--- src/rtl/alu_mul_seq.sv ---
// alu_mul_seq: 16x16 unsigned shift-add multiply sequencer that borrows the shared ALU_16 adder.
// Latency: start sampled at E0, 16 RUN cycles, done pulses in the cycle after E16, ready again after E17.
// Backpressure: ready=0 while busy; a start seen with ready=0 is dropped (no queueing), flush aborts to IDLE.
//
// Ports:
//   clk, rst         rising-edge clock, asynchronous active-high reset
//   start, flush     operation request (taken only when ready=1), synchronous abort (wins over start)
//   op_a, op_b       multiplicand, multiplier
//   ready, done      idle/accepting, one-cycle product-valid pulse
//   product          32-bit result, held until the next completed operation
//   alu_own          operand-mux select: this block drives the shared ALU
//   alu_op/a/b       ALU request (always ADD)
//   alu_result       combinational ALU_16 sum for the current alu_a/alu_b
//
// Optional build macro MUL_EARLY_TERM_EN: finish as soon as no multiplier bits remain.
module alu_mul_seq #(
    parameter int WIDTH = 16,   // only 16 is supported (ALU_16)
    parameter int CNT_W = 5
) (
    input  logic               clk,
    input  logic               rst,
    input  logic               start,
    input  logic               flush,
    input  logic [WIDTH-1:0]   op_a,
    input  logic [WIDTH-1:0]   op_b,
    output logic               ready,
    output logic               done,
    output logic [2*WIDTH-1:0] product,
    output logic               alu_own,
    output logic [2:0]         alu_op,
    output logic [WIDTH-1:0]   alu_a,
    output logic [WIDTH-1:0]   alu_b,
    input  logic [WIDTH-1:0]   alu_result
);

    // ADD encoding shared with alu_ops.h
    localparam logic [2:0] ALU_ADD = 3'd0;

    // One-hot so ready/done come straight off a state flop.
    typedef enum logic [2:0] {
        S_IDLE = 3'b001,
        S_RUN  = 3'b010,
        S_DONE = 3'b100
    } state_t;

    state_t               state_q, state_d;
    logic [WIDTH-1:0]     mcand_q, mcand_d;
    logic [WIDTH-1:0]     hi_q, hi_d;
    logic [WIDTH-1:0]     lo_q, lo_d;
    logic [WIDTH-1:0]     mplr_q, mplr_d;
    logic [CNT_W-1:0]     cnt_q, cnt_d;
    logic [2*WIDTH-1:0]   product_q, product_d;

    logic                 add_cyc;
    logic                 carry;
    logic [2*WIDTH-1:0]   shifted;

    // An add is issued on every RUN cycle, except (early-term build) once
    // the remaining multiplier bits are all zero.
`ifdef MUL_EARLY_TERM_EN
    assign add_cyc = (state_q == S_RUN) && (mplr_q != '0);
`else
    assign add_cyc = (state_q == S_RUN);
`endif

    assign alu_own = add_cyc;
    assign alu_op  = ALU_ADD;
    assign alu_a   = add_cyc ? hi_q : '0;
    assign alu_b   = (add_cyc && lo_q[0]) ? mcand_q : '0;

    // ALU_16 exposes no carry-out; rebuild it from the operand and sum MSBs.
    assign carry   = (alu_a[WIDTH-1] & alu_b[WIDTH-1]) |
                     ((alu_a[WIDTH-1] | alu_b[WIDTH-1]) & ~alu_result[WIDTH-1]);
    assign shifted = {carry, alu_result, lo_q[WIDTH-1:1]};

    assign ready   = state_q[0];
    assign done    = state_q[2];
    assign product = product_q;

    always_comb begin
        state_d   = state_q;
        mcand_d   = mcand_q;
        hi_d      = hi_q;
        lo_d      = lo_q;
        mplr_d    = mplr_q;
        cnt_d     = cnt_q;
        product_d = product_q;

        unique case (state_q)
            S_IDLE: begin
                if (start) begin
                    mcand_d = op_a;
                    lo_d    = op_b;
                    mplr_d  = op_b;
                    hi_d    = '0;
                    cnt_d   = '0;
                    state_d = S_RUN;
                end
            end
            S_RUN: begin
`ifdef MUL_EARLY_TERM_EN
                // Remaining multiplier bits are zero: the partial product sits
                // in the top cnt+16 bits, so right-align it and finish.
                if (mplr_q == '0) begin
                    product_d = {hi_q, lo_q} >> (CNT_W'(WIDTH) - cnt_q);
                    state_d   = S_DONE;
                end else
`endif
                begin
                    hi_d   = shifted[2*WIDTH-1:WIDTH];
                    lo_d   = shifted[WIDTH-1:0];
                    mplr_d = mplr_q >> 1;
                    cnt_d  = cnt_q + CNT_W'(1);
                    if (cnt_q == CNT_W'(WIDTH - 1)) begin
                        product_d = shifted;
                        state_d   = S_DONE;
                    end
                end
            end
            S_DONE: begin
                state_d = S_IDLE;
            end
            default: begin
                state_d = S_IDLE;
            end
        endcase

        // Abort wins over everything, including a same-cycle start.
        if (flush) begin
            state_d   = S_IDLE;
            cnt_d     = '0;
            product_d = product_q;
        end
    end

    always_ff @(posedge clk or posedge rst) begin
        if (rst) begin
            state_q   <= S_IDLE;
            mcand_q   <= '0;
            hi_q      <= '0;
            lo_q      <= '0;
            mplr_q    <= '0;
            cnt_q     <= '0;
            product_q <= '0;
        end else begin
            state_q   <= state_d;
            mcand_q   <= mcand_d;
            hi_q      <= hi_d;
            lo_q      <= lo_d;
            mplr_q    <= mplr_d;
            cnt_q     <= cnt_d;
            product_q <= product_d;
        end
    end

endmodule

--- config.mk ---
export PLATFORM = sky130hd
export DESIGN_NAME = alu_mul_seq
export DESIGN_NICKNAME = d
export VERILOG_FILES = /design/src/rtl/alu_mul_seq.sv
export SDC_FILE = /design/constraint.sdc
export NUM_CORES = 1
export LEC_CHECK = 0
export CAP_MARGIN = 20
export CORE_ASPECT_RATIO = 1.4
export CORE_UTILIZATION = 46
export DETAILED_ROUTE_END_ITERATION = 6
export GPL_ROUTABILITY_DRIVEN = 0
export PLACE_DENSITY = 0.8
export SLEW_MARGIN = 20
export SYNTH_ARGS = -nofsm -noshare
export SYNTH_HDL_FRONTEND = slang
export SYNTH_SLANG_ARGS = --single-unit
--- constraint.sdc ---
create_clock -name clk -period 3.61 [get_ports clk]
set_input_delay 1.083 -clock clk [delete_from_list [all_inputs] [get_ports clk]]
set_output_delay 1.083 -clock clk [all_outputs]
set_load 0.02 [all_outputs]
==> metrics.txt <==
# TYPE chip_impl_metric gauge
chip_impl_info{name="outcome",value="finished clean"} 1
chip_impl_metric{name="postRouteWirelength",unit="um"} 8090
chip_impl_metric{name="n_antenna_cell",unit=""} 0
chip_impl_metric{name="port-buffer-count",unit=""} 118
chip_impl_metric{name="p_int",unit="W"} 0.00152
chip_impl_metric{name="fp.dieH",unit="um"} 109
chip_impl_metric{name="ctsResizeCount",unit=""} 0
chip_impl_metric{name="finalClockSkew",unit="ns"} 0.0124
chip_impl_metric{name="finish.instance_area",unit="mm2"} 0.00526
chip_impl_metric{name="synth-adder-area-share",unit="%"} 0.662
chip_impl_metric{name="timing_worst_slew_pin_value",unit="ns"} 0.783
chip_impl_metric{name="synthXorXnorAreaFrac",unit="%"} 0
chip_impl_metric{name="timing_max_transition_violations_final",unit=""} 0
chip_impl_info{name="worstHoldStart",value="mcand_q[10]"} 1
chip_impl_metric{name="num_rows",unit=""} 38
chip_impl_metric{name="proportion_of_layout_cells_with_a_drive_suffix_above_1",unit="%"} 13.7
chip_impl_metric{name="io-pin-count",unit=""} 122
chip_impl_metric{name="postCtsHoldBufs",unit=""} 0
chip_impl_info{name="critPathKind",value="reg2out"} 1
chip_impl_metric{name="leakage",unit="nW"} 2.51
chip_impl_metric{name="h-tree-depth",unit=""} 3
chip_impl_metric{name="power.share.sequential",unit="%"} 55.6
chip_impl_metric{name="detail-route-antenna-nets",unit=""} 0
chip_impl_metric{name="power_density_of_the_placed_cells",unit="mW/mm2"} 386
chip_impl_metric{name="clk_path_buf_depth",unit=""} 2
chip_impl_metric{name="drtPass1Iterations",unit=""} 4
chip_impl_info{name="final_common_cell",value="clkdlybuf4s50_1"} 1
chip_impl_metric{name="ff2ff_setup_slack",unit="ns"} 1.51
chip_impl_metric{name="synth-compound-area-share",unit="%"} 8.58
chip_impl_metric{name="max_freq",unit="MHz"} 290
chip_impl_metric{name="mappedNetlistArea",unit="mm2"} 0.00378
chip_impl_info{name="synth-main-ff-cell",value="dfrtp_1"} 1
chip_impl_metric{name="detail_route.vias_per_cell",unit=""} 5.12
chip_impl_metric{name="synthToLayoutAreaGrowth",unit="%"} 39.1
chip_impl_info{name="reg2reg_from",value="cnt_q[0]"} 1
chip_impl_metric{name="floorplan.initialDensity",unit="%"} 48.2
chip_impl_metric{name="first_global_vias",unit=""} 2884
chip_impl_metric{name="routedWlPerCell",unit="um"} 14.2
chip_impl_metric{name="depth_of_the_worst_register_to_register_path",unit=""} 6
chip_impl_metric{name="post_synth_mux_area_share",unit="%"} 9.80
chip_impl_metric{name="grt_max_degree",unit=""} 48
chip_impl_info{name="worstSetupEndpoint",value="alu_b[5]"} 1
chip_impl_metric{name="combinationalPowerShare",unit="%"} 11.8
chip_impl_metric{name="share_of_synthesized_area_occupied_by_flip_flops_and_latches",unit="%"} 58.3
chip_impl_metric{name="cts_made_buffers",unit=""} 9
chip_impl_metric{name="timing.final.hold_violations",unit=""} 0
chip_impl_metric{name="number_of_flops_mapped_to_enable_cells_by_yosys",unit=""} 0
chip_impl_metric{name="timing.slew.headroom",unit="%"} 47.7
chip_impl_metric{name="maxCapViolCount",unit=""} 0
chip_impl_metric{name="ys.warnings.count",unit=""} 0
chip_impl_metric{name="arrival_worst_endpoint",unit="ns"} 2.37
chip_impl_metric{name="setup_tns",unit="ns"} 0
chip_impl_metric{name="detail_route.iter0.violations",unit=""} 128
chip_impl_metric{name="yosysUniqueCellTypes",unit=""} 37
chip_impl_metric{name="final_nets",unit=""} 517
chip_impl_info{name="timing.critical_path.from",value="state_q[2]"} 1
chip_impl_info{name="rsz0062_at_grt",value="false"} 1
chip_impl_metric{name="finalCriticalPeriod",unit="ns"} 3.45
chip_impl_metric{name="timing.critical_path.required",unit="ns"} 2.53
chip_impl_metric{name="synth-seq-cells",unit=""} 88
chip_impl_metric{name="design.core.area",unit="mm2"} 0.00785
chip_impl_metric{name="number_of_remaining_drc_errors",unit=""} 0
chip_impl_metric{name="clock_sinks",unit=""} 88
chip_impl_info{name="most-common-layout-cells",value="118 x clkdlybuf4s50_1, 87 x dfrtp_1, 83 x nand2_1"} 1
chip_impl_metric{name="gr-total-overflow",unit=""} 0
chip_impl_metric{name="antenna_violations_before_repair",unit=""} 0
chip_impl_metric{name="ys_async_sr_fraction",unit="%"} 100
chip_impl_metric{name="path_clk_slew",unit="ns"} 0.08
chip_impl_metric{name="first_pass_grt_wire_length",unit="um"} 13600
chip_impl_info{name="r2r_end",value="product[4]"} 1
chip_impl_metric{name="postCtsSetupBuffers",unit=""} 0
chip_impl_metric{name="utilization",unit="%"} 67.0
chip_impl_info{name="critical_path.endpoint_type",value="output pin"} 1
chip_impl_metric{name="cp_max_fo",unit=""} 35
chip_impl_metric{name="power.switching",unit="W"} 0.000504
chip_impl_metric{name="floorplan.die.width",unit="um"} 78.6
chip_impl_info{name="cts-root-buf",value="clkbuf_8"} 1
chip_impl_metric{name="mean_instance_size_in_the_synthesized_netlist",unit="um2"} 10.8
chip_impl_metric{name="final_min_period_over_clock_period",unit="%"} 95.5
chip_impl_metric{name="finalSetupViolCount",unit=""} 0
chip_impl_metric{name="synth-simple-area-share",unit="%"} 18.3
chip_impl_metric{name="die-area",unit="mm2"} 0.00859
chip_impl_metric{name="post_dp_cell_area",unit="mm2"} 0.00506
chip_impl_metric{name="dp.final_hpwl",unit="um"} 5730
chip_impl_metric{name="clock_latency_on_the_worst_skew_pair",unit="ns"} 0.34
chip_impl_metric{name="p_sw_share",unit="%"} 24.9
chip_impl_info{name="setup.worst_path.start_class",value="flop"} 1
chip_impl_info{name="synth_top_family_by_area",value="simple AND/OR/NAND/NOR gates"} 1
chip_impl_info{name="tritoncts_clock_tree",value="built"} 1
chip_impl_metric{name="route.vias.total",unit=""} 2909
chip_impl_metric{name="fillerInstances",unit=""} 642
chip_impl_info{name="hold_path_class",value="reg2reg"} 1
chip_impl_metric{name="share_clk_of_total_power",unit="%"} 32.6
chip_impl_metric{name="peakVddDrop",unit="uV"} 300
chip_impl_metric{name="number_of_instances_in_the_synthesized_netlist",unit=""} 349
chip_impl_metric{name="grtUsageTotal",unit="%"} 20.4
==> worst min-delay path by stage <==
stage	endpoint	slack [ns]	cells after the start
CTS	mcand_q[10]	0.48	2
global placement	mcand_q[7]	0.46	2
finish	mcand_q[10]	0.48	2
global route	hi_q[7]	0.51	1
detailed placement	mcand_q[10]	0.46	2
floorplan	mcand_q[14]	0.44	2
==> power groups by stage <==
stage	clock, W	combinational [W]	sequential [W]
after CTS	0.000684	0.000243	0.00113
final	0.000661	0.000239	0.00113
after detailed placement	0	0.000242	0.00115
after global placement	0	0.000235	0.00115
after global routing	0.000724	0.000276	0.00114
after floorplan	0	0.000152	0.00112
==> synth_stat cells, drive strengths merged, types with 2 or more instances <==
master | n | share of area, %
a22o | 15 | 3.5
buf | 16 | 2.7
and3 | 16 | 2.6
nand3 | 6 | 0.79
nand2 | 84 | 8.4
a31oi | 16 | 2.6
dfrtp | 87 | 58
nor2b | 2 | 0.33
and2 | 16 | 2.6
nand2b | 3 | 0.50
a21oi | 5 | 0.66
clkbuf | 11 | 1.1
inv | 4 | 0.40
nor2 | 19 | 1.9
ha | 2 | 0.66
mux2 | 32 | 9.5
a311oi | 2 | 0.63
o21ai | 2 | 0.26
==> sequential cells by signal, summed over array words and instances (netlist names) <==
register / cells
cnt_q: 5
product: 32
mcand_q: 16
hi_q: 16
state_q: 3
lo_q: 16
==> layout make-up <==
type | instances | area, um2 | area share, %
Timing Repair Buffer | 128 | 1270 | 24.1
Clock inverter | 4 | 53.8 | 1.02
Sequential cell | 88 | 2200 | 41.9
Inverter | 4 | 16.3 | 0.310
Multi-Input combinational cell | 232 | 1440 | 27.5
Clock buffer | 12 | 145 | 2.76
Tap cell | 100 | 125 | 2.38
==> layer usage <==
metal | track usage (%) | wire [um] | up-vias
met5 | 0 | 0 | -
li1 | - | - | 1410
met1 | 25.3 | 3310 | 1409
met4 | 5.82 | 80 | 0
met3 | 4.77 | 418 | 6
met2 | 35.4 | 4280 | 84
==> worst max-delay path, stage by stage, from the launching register on <==
cell             delay [ns]
dfrtp_1                0.45
or3b_4                 0.40
inv_2                  0.06
buf_4                  0.28
and3_1                 0.22
clkdlybuf4s50_1        0.60
==> through the flow <==
stage / total power (W) / setup WS (ns) / std cells / hold slack, ns
global placement: 0.00138 / 0.581 / 552 / 0.457
floorplan: 0.00127 / 0.250 / 351 / 0.437
finish: 0.00203 / 0.162 / 568 / 0.481
detailed placement: 0.00139 / 0.516 / 552 / 0.460
global route: 0.00214 / 0.0359 / 568 / 0.506
CTS: 0.00206 / 0.133 / 568 / 0.482
==> logic make-up (layout without fill, tap and decap cells) <==
logic type	count (synthesis)	count (layout)
simple gates	150	150
buf+inv	31	148
compound gates	44	44
mux	33	33
fa+ha+maj	2	2
flops	88	88
other cells	1	3
(Power assumes the default switching activity.)
